`src/rtl/spi_master_gen.sv`:
```
// SPI master: all four CPOL/CPHA modes, configurable word width and bit order,
// multiple chip selects and CS-held bursts. Every flop runs on sys_clk; sclk is a registered output.
module spi_master_gen #(
  parameter int DATA_W = 8,
  parameter int DIV_W  = 8,
  parameter int NUM_CS = 1,
  parameter int CS_W   = 3
) (
  input  logic              sys_clk,
  input  logic              rst,
  input  logic              cpol,
  input  logic              cpha,
  input  logic              lsb_first,
  input  logic [DIV_W-1:0]  clk_div,
  input  logic [CS_W-1:0]   cs_sel,
  input  logic              tx_valid,
  output logic              tx_ready,
  input  logic [DATA_W-1:0] tx_data,
  input  logic              tx_last,
  output logic              rx_valid,
  output logic [DATA_W-1:0] rx_data,
  output logic              busy,
  output logic              sclk,
  output logic              mosi,
  input  logic              miso,
  output logic [NUM_CS-1:0] cs_n
);

  localparam int EDGES = 2 * DATA_W;
  localparam int EW    = $clog2(EDGES + 1);

  typedef enum logic [2:0] {IDLE, LEAD, XFER, TRAIL, WAIT, GAP} state_t;

  function automatic logic first_bit(input logic [DATA_W-1:0] w, input logic lsb);
    return lsb ? w[0] : w[DATA_W-1];
  endfunction

  function automatic logic [DATA_W-1:0] tx_shift(input logic [DATA_W-1:0] w, input logic lsb);
    return lsb ? {1'b0, w[DATA_W-1:1]} : {w[DATA_W-2:0], 1'b0};
  endfunction

  function automatic logic [DATA_W-1:0] rx_shift(input logic [DATA_W-1:0] w, input logic b,
                                                 input logic lsb);
    return lsb ? {b, w[DATA_W-1:1]} : {w[DATA_W-2:0], b};
  endfunction

  state_t            state_q, state_d;
  logic [DIV_W-1:0]  hcnt_q, hcnt_d, div_q, div_d, hcnt_inc;
  logic [EW-1:0]     ecnt_q, ecnt_d;
  logic              setup_q, setup_d;
  logic              sclk_q, sclk_d, mosi_q, mosi_d;
  logic [NUM_CS-1:0] cs_n_q, cs_n_d;
  logic              tx_ready_q, tx_ready_d;
  logic              rx_valid_q, rx_valid_d, rx_pend_q, rx_pend_d;
  logic [DATA_W-1:0] rx_data_q, rx_data_d;
  logic [DATA_W-1:0] tx_sh_q, tx_sh_d, rx_sh_q, rx_sh_d, tx_nxt;
  logic              last_q, last_d, cpol_q, cpol_d, cpha_q, cpha_d, lsb_q, lsb_d;
  logic              hdone, sample_e, final_e;

  assign hdone    = (hcnt_q == div_q);
  assign hcnt_inc = hdone ? '0 : hcnt_q + DIV_W'(1);
  // Edge k (1-based) is ecnt_q+1: cpha=0 samples odd edges, cpha=1 samples even edges.
  assign sample_e = (ecnt_q[0] == cpha_q);
  assign final_e  = (ecnt_q == EW'(EDGES - 1));
  assign tx_nxt   = tx_shift(tx_sh_q, lsb_q);

  always_comb begin
    state_d    = state_q;
    hcnt_d     = hcnt_q;
    ecnt_d     = ecnt_q;
    setup_d    = 1'b0;
    sclk_d     = sclk_q;
    mosi_d     = mosi_q;
    cs_n_d     = cs_n_q;
    tx_ready_d = 1'b0;
    rx_valid_d = 1'b0;
    rx_pend_d  = 1'b0;
    rx_data_d  = rx_data_q;
    tx_sh_d    = tx_sh_q;
    rx_sh_d    = rx_sh_q;
    last_d     = last_q;
    cpol_d     = cpol_q;
    cpha_d     = cpha_q;
    lsb_d      = lsb_q;
    div_d      = div_q;

    if (rx_pend_q) begin
      rx_valid_d = 1'b1;
      rx_data_d  = rx_sh_q;
    end

    case (state_q)
      IDLE: begin
        sclk_d     = cpol;
        hcnt_d     = '0;
        tx_ready_d = 1'b1;
        if (tx_valid && tx_ready_q) begin
          cpol_d     = cpol;
          cpha_d     = cpha;
          lsb_d      = lsb_first;
          div_d      = clk_div;
          last_d     = tx_last;
          tx_sh_d    = tx_data;
          mosi_d     = first_bit(tx_data, lsb_first);
          for (int i = 0; i < NUM_CS; i++) cs_n_d[i] = (cs_sel != CS_W'(i));
          ecnt_d     = '0;
          setup_d    = 1'b1;
          tx_ready_d = 1'b0;
          state_d    = LEAD;
        end
      end
      // One setup cycle after the handshake, then a full half period of lead time.
      LEAD: begin
        if (!setup_q) begin
          hcnt_d = hcnt_inc;
          if (hdone) state_d = XFER;
        end
      end
      XFER: begin
        hcnt_d = hcnt_inc;
        if (hdone) begin
          sclk_d = ~sclk_q;
          ecnt_d = ecnt_q + EW'(1);
          if (sample_e) begin
            rx_sh_d = rx_shift(rx_sh_q, miso, lsb_q);
          end else if (ecnt_q != '0 && !final_e) begin
            tx_sh_d = tx_nxt;
            mosi_d  = first_bit(tx_nxt, lsb_q);
          end
          if (final_e) begin
            rx_pend_d = 1'b1;
            state_d   = last_q ? TRAIL : WAIT;
          end
        end
      end
      WAIT: begin
        if (tx_valid && tx_ready_q) begin
          last_d  = tx_last;
          tx_sh_d = tx_data;
          mosi_d  = first_bit(tx_data, lsb_q);
          ecnt_d  = '0;
          hcnt_d  = '0;
          state_d = XFER;
        end else if (hdone) begin
          tx_ready_d = 1'b1;
        end else begin
          hcnt_d = hcnt_q + DIV_W'(1);
        end
      end
      TRAIL: begin
        hcnt_d = hcnt_inc;
        if (hdone) begin
          cs_n_d  = '1;
          state_d = GAP;
        end
      end
      GAP: begin
        hcnt_d = hcnt_inc;
        if (hdone) begin
          tx_ready_d = 1'b1;
          state_d    = IDLE;
        end
      end
      default: state_d = IDLE;
    endcase
  end

  always_ff @(posedge sys_clk) begin
    if (rst) begin
      state_q    <= IDLE;
      hcnt_q     <= '0;
      ecnt_q     <= '0;
      setup_q    <= 1'b0;
      sclk_q     <= 1'b0;
      mosi_q     <= 1'b0;
      cs_n_q     <= '1;
      tx_ready_q <= 1'b0;
      rx_valid_q <= 1'b0;
      rx_pend_q  <= 1'b0;
      rx_data_q  <= '0;
      last_q     <= 1'b0;
      cpol_q     <= 1'b0;
      cpha_q     <= 1'b0;
      lsb_q      <= 1'b0;
      div_q      <= '0;
    end else begin
      state_q    <= state_d;
      hcnt_q     <= hcnt_d;
      ecnt_q     <= ecnt_d;
      setup_q    <= setup_d;
      sclk_q     <= sclk_d;
      mosi_q     <= mosi_d;
      cs_n_q     <= cs_n_d;
      tx_ready_q <= tx_ready_d;
      rx_valid_q <= rx_valid_d;
      rx_pend_q  <= rx_pend_d;
      rx_data_q  <= rx_data_d;
      last_q     <= last_d;
      cpol_q     <= cpol_d;
      cpha_q     <= cpha_d;
      lsb_q      <= lsb_d;
      div_q      <= div_d;
    end
    tx_sh_q <= tx_sh_d;
    rx_sh_q <= rx_sh_d;
  end

  assign sclk     = sclk_q;
  assign mosi     = mosi_q;
  assign cs_n     = cs_n_q;
  assign tx_ready = tx_ready_q;
  assign rx_valid = rx_valid_q;
  assign rx_data  = rx_data_q;
  assign busy     = (state_q != IDLE);

endmodule

```
`config.mk`:
```
export PLATFORM = sky130hd
export DESIGN_NAME = spi_master_gen
export DESIGN_NICKNAME = d
export VERILOG_FILES = /design/src/rtl/spi_master_gen.sv
export SDC_FILE = /design/constraint.sdc
export NUM_CORES = 1
export LEC_CHECK = 0
export ABC_AREA = 1
export CAP_MARGIN = 10
export CORE_ASPECT_RATIO = 2
export CORE_MARGIN = 2
export CORE_UTILIZATION = 50
export CTS_CLUSTER_SIZE = 8
export DETAILED_ROUTE_END_ITERATION = 10
export HOLD_SLACK_MARGIN = 0.1
export MAX_ROUTING_LAYER = met4
export PLACE_DENSITY = 0.73
export SYNTH_ARGS = -nofsm -noshare
export SYNTH_HDL_FRONTEND = slang
export SYNTH_SLANG_ARGS = --single-unit
```
`constraint.sdc`:
```
create_clock -name sys_clk -period 2.2 [get_ports sys_clk]
set_input_delay 0.22 -clock sys_clk [delete_from_list [all_inputs] [get_ports sys_clk]]
set_output_delay 0.22 -clock sys_clk [all_outputs]
set_load 0.01 [all_outputs]
```
==> run_summary.xml <==
<?xml version="1.0" encoding="UTF-8"?>
<metrics>
  <group name="floorplan">
    <metric name="die_area" unit="µm²">6490</metric>
    <metric name="top_level_i_o_count" unit="">41</metric>
    <metric name="floorplan.initialDensity" unit="%">51.4</metric>
    <metric name="rows" unit="">39</metric>
    <metric name="die_w" unit="µm">58.0</metric>
    <metric name="vertical_die_dimension" unit="µm">112</metric>
    <metric name="core" unit="µm²">5660</metric>
  </group>
  <group name="logic_synthesis">
    <metric name="sequential_fraction_of_the_synthesis_area" unit="%">45.4</metric>
    <metric name="mappedNetlistNets" unit="">439</metric>
    <metric name="yosys.cell_types.count" unit="">27</metric>
    <metric name="post_synth_and_or_nand_nor_area_fraction" unit="%">31.2</metric>
    <metric name="netlist_top_cells_area" unit="">dfxtp_1 (29%), edfxtp_1 (17%), nand2_1 (14%), nor2_1 (7.7%), a21oi_1 (6.0%)</metric>
    <metric name="synth-warning-count" unit="">0</metric>
    <metric name="synth_top_family_by_area" unit="">simple AND/OR/NAND/NOR gates</metric>
    <metric name="muxShareOfSynthArea" unit="%">0</metric>
    <metric name="synth_top_cell_area_share" unit="%">28.9</metric>
    <metric name="synthesis.area_per_instance" unit="µm²">7.14</metric>
    <metric name="synth_compound_area_share" unit="%">12.6</metric>
    <metric name="synth_adder_area_share" unit="%">1.72</metric>
    <metric name="ys_ff_latch" unit="">58</metric>
    <metric name="yosysTopAreaCell" unit="">dfxtp_1</metric>
    <metric name="post_synth_xor_area_fraction" unit="%">2.11</metric>
    <metric name="mappedNetlistArea" unit="µm²">2910</metric>
    <metric name="netlist_instances" unit="">408</metric>
  </group>
  <group name="placement">
    <metric name="hpwl" unit="mm">5.30</metric>
    <metric name="number_of_cells_in_the_design_after_placement" unit="">507</metric>
    <metric name="finalWeightedCongestion" unit="">0.867</metric>
    <metric name="io_buffers" unit="">40</metric>
  </group>
  <group name="timing">
    <metric name="timing.final.crit_period" unit="ps">2080</metric>
    <metric name="report.final.slew_viol_count" unit="">0</metric>
    <metric name="finalCritPeriodShare" unit="%">94.6</metric>
    <metric name="report.final.hold_viol_count" unit="">0</metric>
    <metric name="slew-limit-headroom" unit="%">62.7</metric>
    <metric name="fin_worst_skew" unit="ps">6.61</metric>
    <metric name="grt_setup_unrepaired" unit="">no</metric>
    <metric name="setup_violations" unit="">0</metric>
    <metric name="achievable-frequency" unit="MHz">480</metric>
    <metric name="transition_time_at_the_pin_with_the_least_slew_margin" unit="ps">558</metric>
    <metric name="setup_tns" unit="ps">0</metric>
  </group>
  <group name="clocking">
    <metric name="max-clock-path-buffers" unit="">2</metric>
    <metric name="clk_pin_slew_worst_paths" unit="ps">50</metric>
    <metric name="cts_made_buffers" unit="">9</metric>
    <metric name="clock_tree_from_tritoncts" unit="">yes</metric>
    <metric name="cts_root_buffer_type" unit="">clkbuf_16</metric>
    <metric name="postCtsSetupRepairBufs" unit="">0</metric>
    <metric name="number_of_sinks_handled_by_clock_tree_synthesis" unit="">58</metric>
    <metric name="worst_skew_pair.late_latency" unit="ps">330</metric>
    <metric name="cts_max_level" unit="">3</metric>
  </group>
  <group name="grt">
    <metric name="grt_pass1_wl" unit="mm">12.0</metric>
    <metric name="largest_net_degree_at_the_start_of_global_routing" unit="">18</metric>
    <metric name="antenna_found_initial" unit="">0</metric>
    <metric name="grt_pass1_vias" unit="">2701</metric>
    <metric name="grt.total_usage" unit="%">25.0</metric>
    <metric name="globalRouteOverflowTotal" unit="">0</metric>
  </group>
  <group name="final_layout">
    <metric name="nFillCells" unit="">520</metric>
    <metric name="final_common_cell" unit="">nand2_1</metric>
    <metric name="most_frequent_cells_in_the_layout" unit="">nand2_1 (109), nor2_1 (59), dfxtp_1 (42)</metric>
    <metric name="design.final.nets" unit="">488</metric>
    <metric name="diodes" unit="">0</metric>
    <metric name="final_cells" unit="">523</metric>
    <metric name="area_used_by_multi_input_combinational_logic" unit="µm²">1390</metric>
    <metric name="utilization" unit="%">64.9</metric>
    <metric name="layout_cell_share_with_drive_strength_beyond_1" unit="%">7.79</metric>
    <metric name="sequential_cell_area" unit="µm²">1320</metric>
    <metric name="synthToLayoutAreaGrowth" unit="%">26.2</metric>
  </group>
  <group name="detailed_routing">
    <metric name="avgRoutedWirePerCell" unit="µm">13.6</metric>
    <metric name="drc" unit="">0</metric>
    <metric name="routed-via-count" unit="">2754</metric>
    <metric name="route.antenna.remaining_nets" unit="">0</metric>
    <metric name="dr.pass1.iters" unit="">5</metric>
    <metric name="detail_route.wirelength" unit="mm">7.09</metric>
    <metric name="drt_iter0_markers" unit="">106</metric>
    <metric name="viasPerCell" unit="">5.27</metric>
  </group>
  <group name="outcome">
    <metric name="status" unit="">finished, final reports clean</metric>
  </group>
  <group name="pwr">
    <metric name="ir_drop" unit="mV">1.01</metric>
    <metric name="leakagePower" unit="nW">1.57</metric>
    <metric name="fin_total_pwr" unit="mW">4.54</metric>
    <metric name="cellPowerDensity" unit="nW/µm²">1230</metric>
  </group>
  <group name="setup_path">
    <metric name="end_kind" unit="">output pin</metric>
    <metric name="critPathRequiredTime" unit="ps">1980</metric>
    <metric name="start_kind" unit="">flip-flop</metric>
    <metric name="ws_path_type" unit="">flip-flop to output pin</metric>
    <metric name="critPathMaxFanout" unit="">10</metric>
    <metric name="critical_path_arrival" unit="ps">1860</metric>
  </group>
  <group name="flow_run">
    <metric name="max-cap-violations" unit="">0</metric>
  </group>
  <group name="hold_path">
    <metric name="min-delay-path-class" unit="">flip-flop to flip-flop</metric>
  </group>
</metrics>
-- final timing paths --
kind                            startpoint    endpoint  slack [ps]  depth (start not counted)
worst max-delay path            state_q[0]        busy         120                          5
worst min-delay path              div_q[5]    div_q[5]         460                          2
worst max register to register   ecnt_q[0]  tx_sh_q[6]         380                          9
worst min register to register    div_q[5]    div_q[5]         460                          2
-- synthesized netlist by cell type, drive strengths merged --
| master | n |
|---|---|
| nand3 | 30 |
| dfxtp | 42 |
| nor2 | 64 |
| buf | 1 |
| nand2 | 114 |
| nand4 | 2 |
| a21oi | 35 |
| inv | 44 |
| a211oi | 1 |
| o2111ai | 2 |
| o21ai | 29 |
| edfxtp | 16 |
| xnor2 | 4 |
| clkbuf | 9 |
| xor2 | 3 |
| ha | 4 |
| o21a | 1 |
| nor3 | 4 |
| nor3b | 1 |
| o211ai | 2 |
-- registers in the layout, summed over array words and instances, names as in the netlist --
name,flops
div_q,8
rx_data,8
cpha_q,1
rx_pend_q,1
rx_sh_q,8
hcnt_q,8
lsb_q,1
cs_n,1
tx_sh_q,8
ecnt_q,5
state_q,3
sclk,1
setup_q,1
rx_valid,1
tx_ready,1
mosi,1
last_q,1
-- final cells by class --
type	count	share of cell area, %
tap	61	2.08
clock buffer	10	6.23
timing repair buffer	48	12.5
inverter	44	4.49
sequential	58	36.0
clock inverter	6	0.919
multi-input combinational	296	37.8
-- power breakdown --
group	internal [mW]	switching (mW)	total, mW	leakage, nW
Clock	0.749	0.483	1.23	0.126
Sequential	1.38	0.172	1.55	0.488
Combinational	0.631	1.12	1.75	0.954
Total	2.76	1.78	4.54	1.57
-- timing repair --
action / 4_1_cts / 5_1_grt
resized for setup: 0 / 1
setup endpoints to repair: 0 / 1
endpoints found under the hold margin: 0 / 0
hold buffers: 0 / 0
-- per-stage QoR --
step / worst slack (ps) / instance area [µm²] / hold slack, ps
detailed placement: 256 / 3410 / 454
global placement: 308 / 3410 / 446
global route: 22.2 / 3670 / 483
CTS: 14.7 / 3670 / 466
finish: 119 / 3670 / 464
floorplan: 499 / 2910 / 355
-- layer usage --
metal / track usage, % / vias to the layer above / part of all wire [%]
met5: - / - / 0
met3: 6.04 / 21 / 3.8
met1: 25.7 / 1247 / 38
met4: 13.5 / 0 / 3.1
met2: 42.3 / 64 / 55
li1: - / 1422 / -
-- worst max-delay path, cell delays in order (launching register included) --
cell	delay, ps
dfxtp_1	410
inv_1	110
nand2_2	190
nor2_2	100
inv_1	150
clkdlybuf4s50_1	560
-- logic make-up after synthesis --
kind of cell,Yosys count
simple gates,215
compound gates,70
flops,58
buf+inv,54
xor+xnor,7
fa+ha+maj,4
Note: power is estimated with default switching activity, not from simulation.
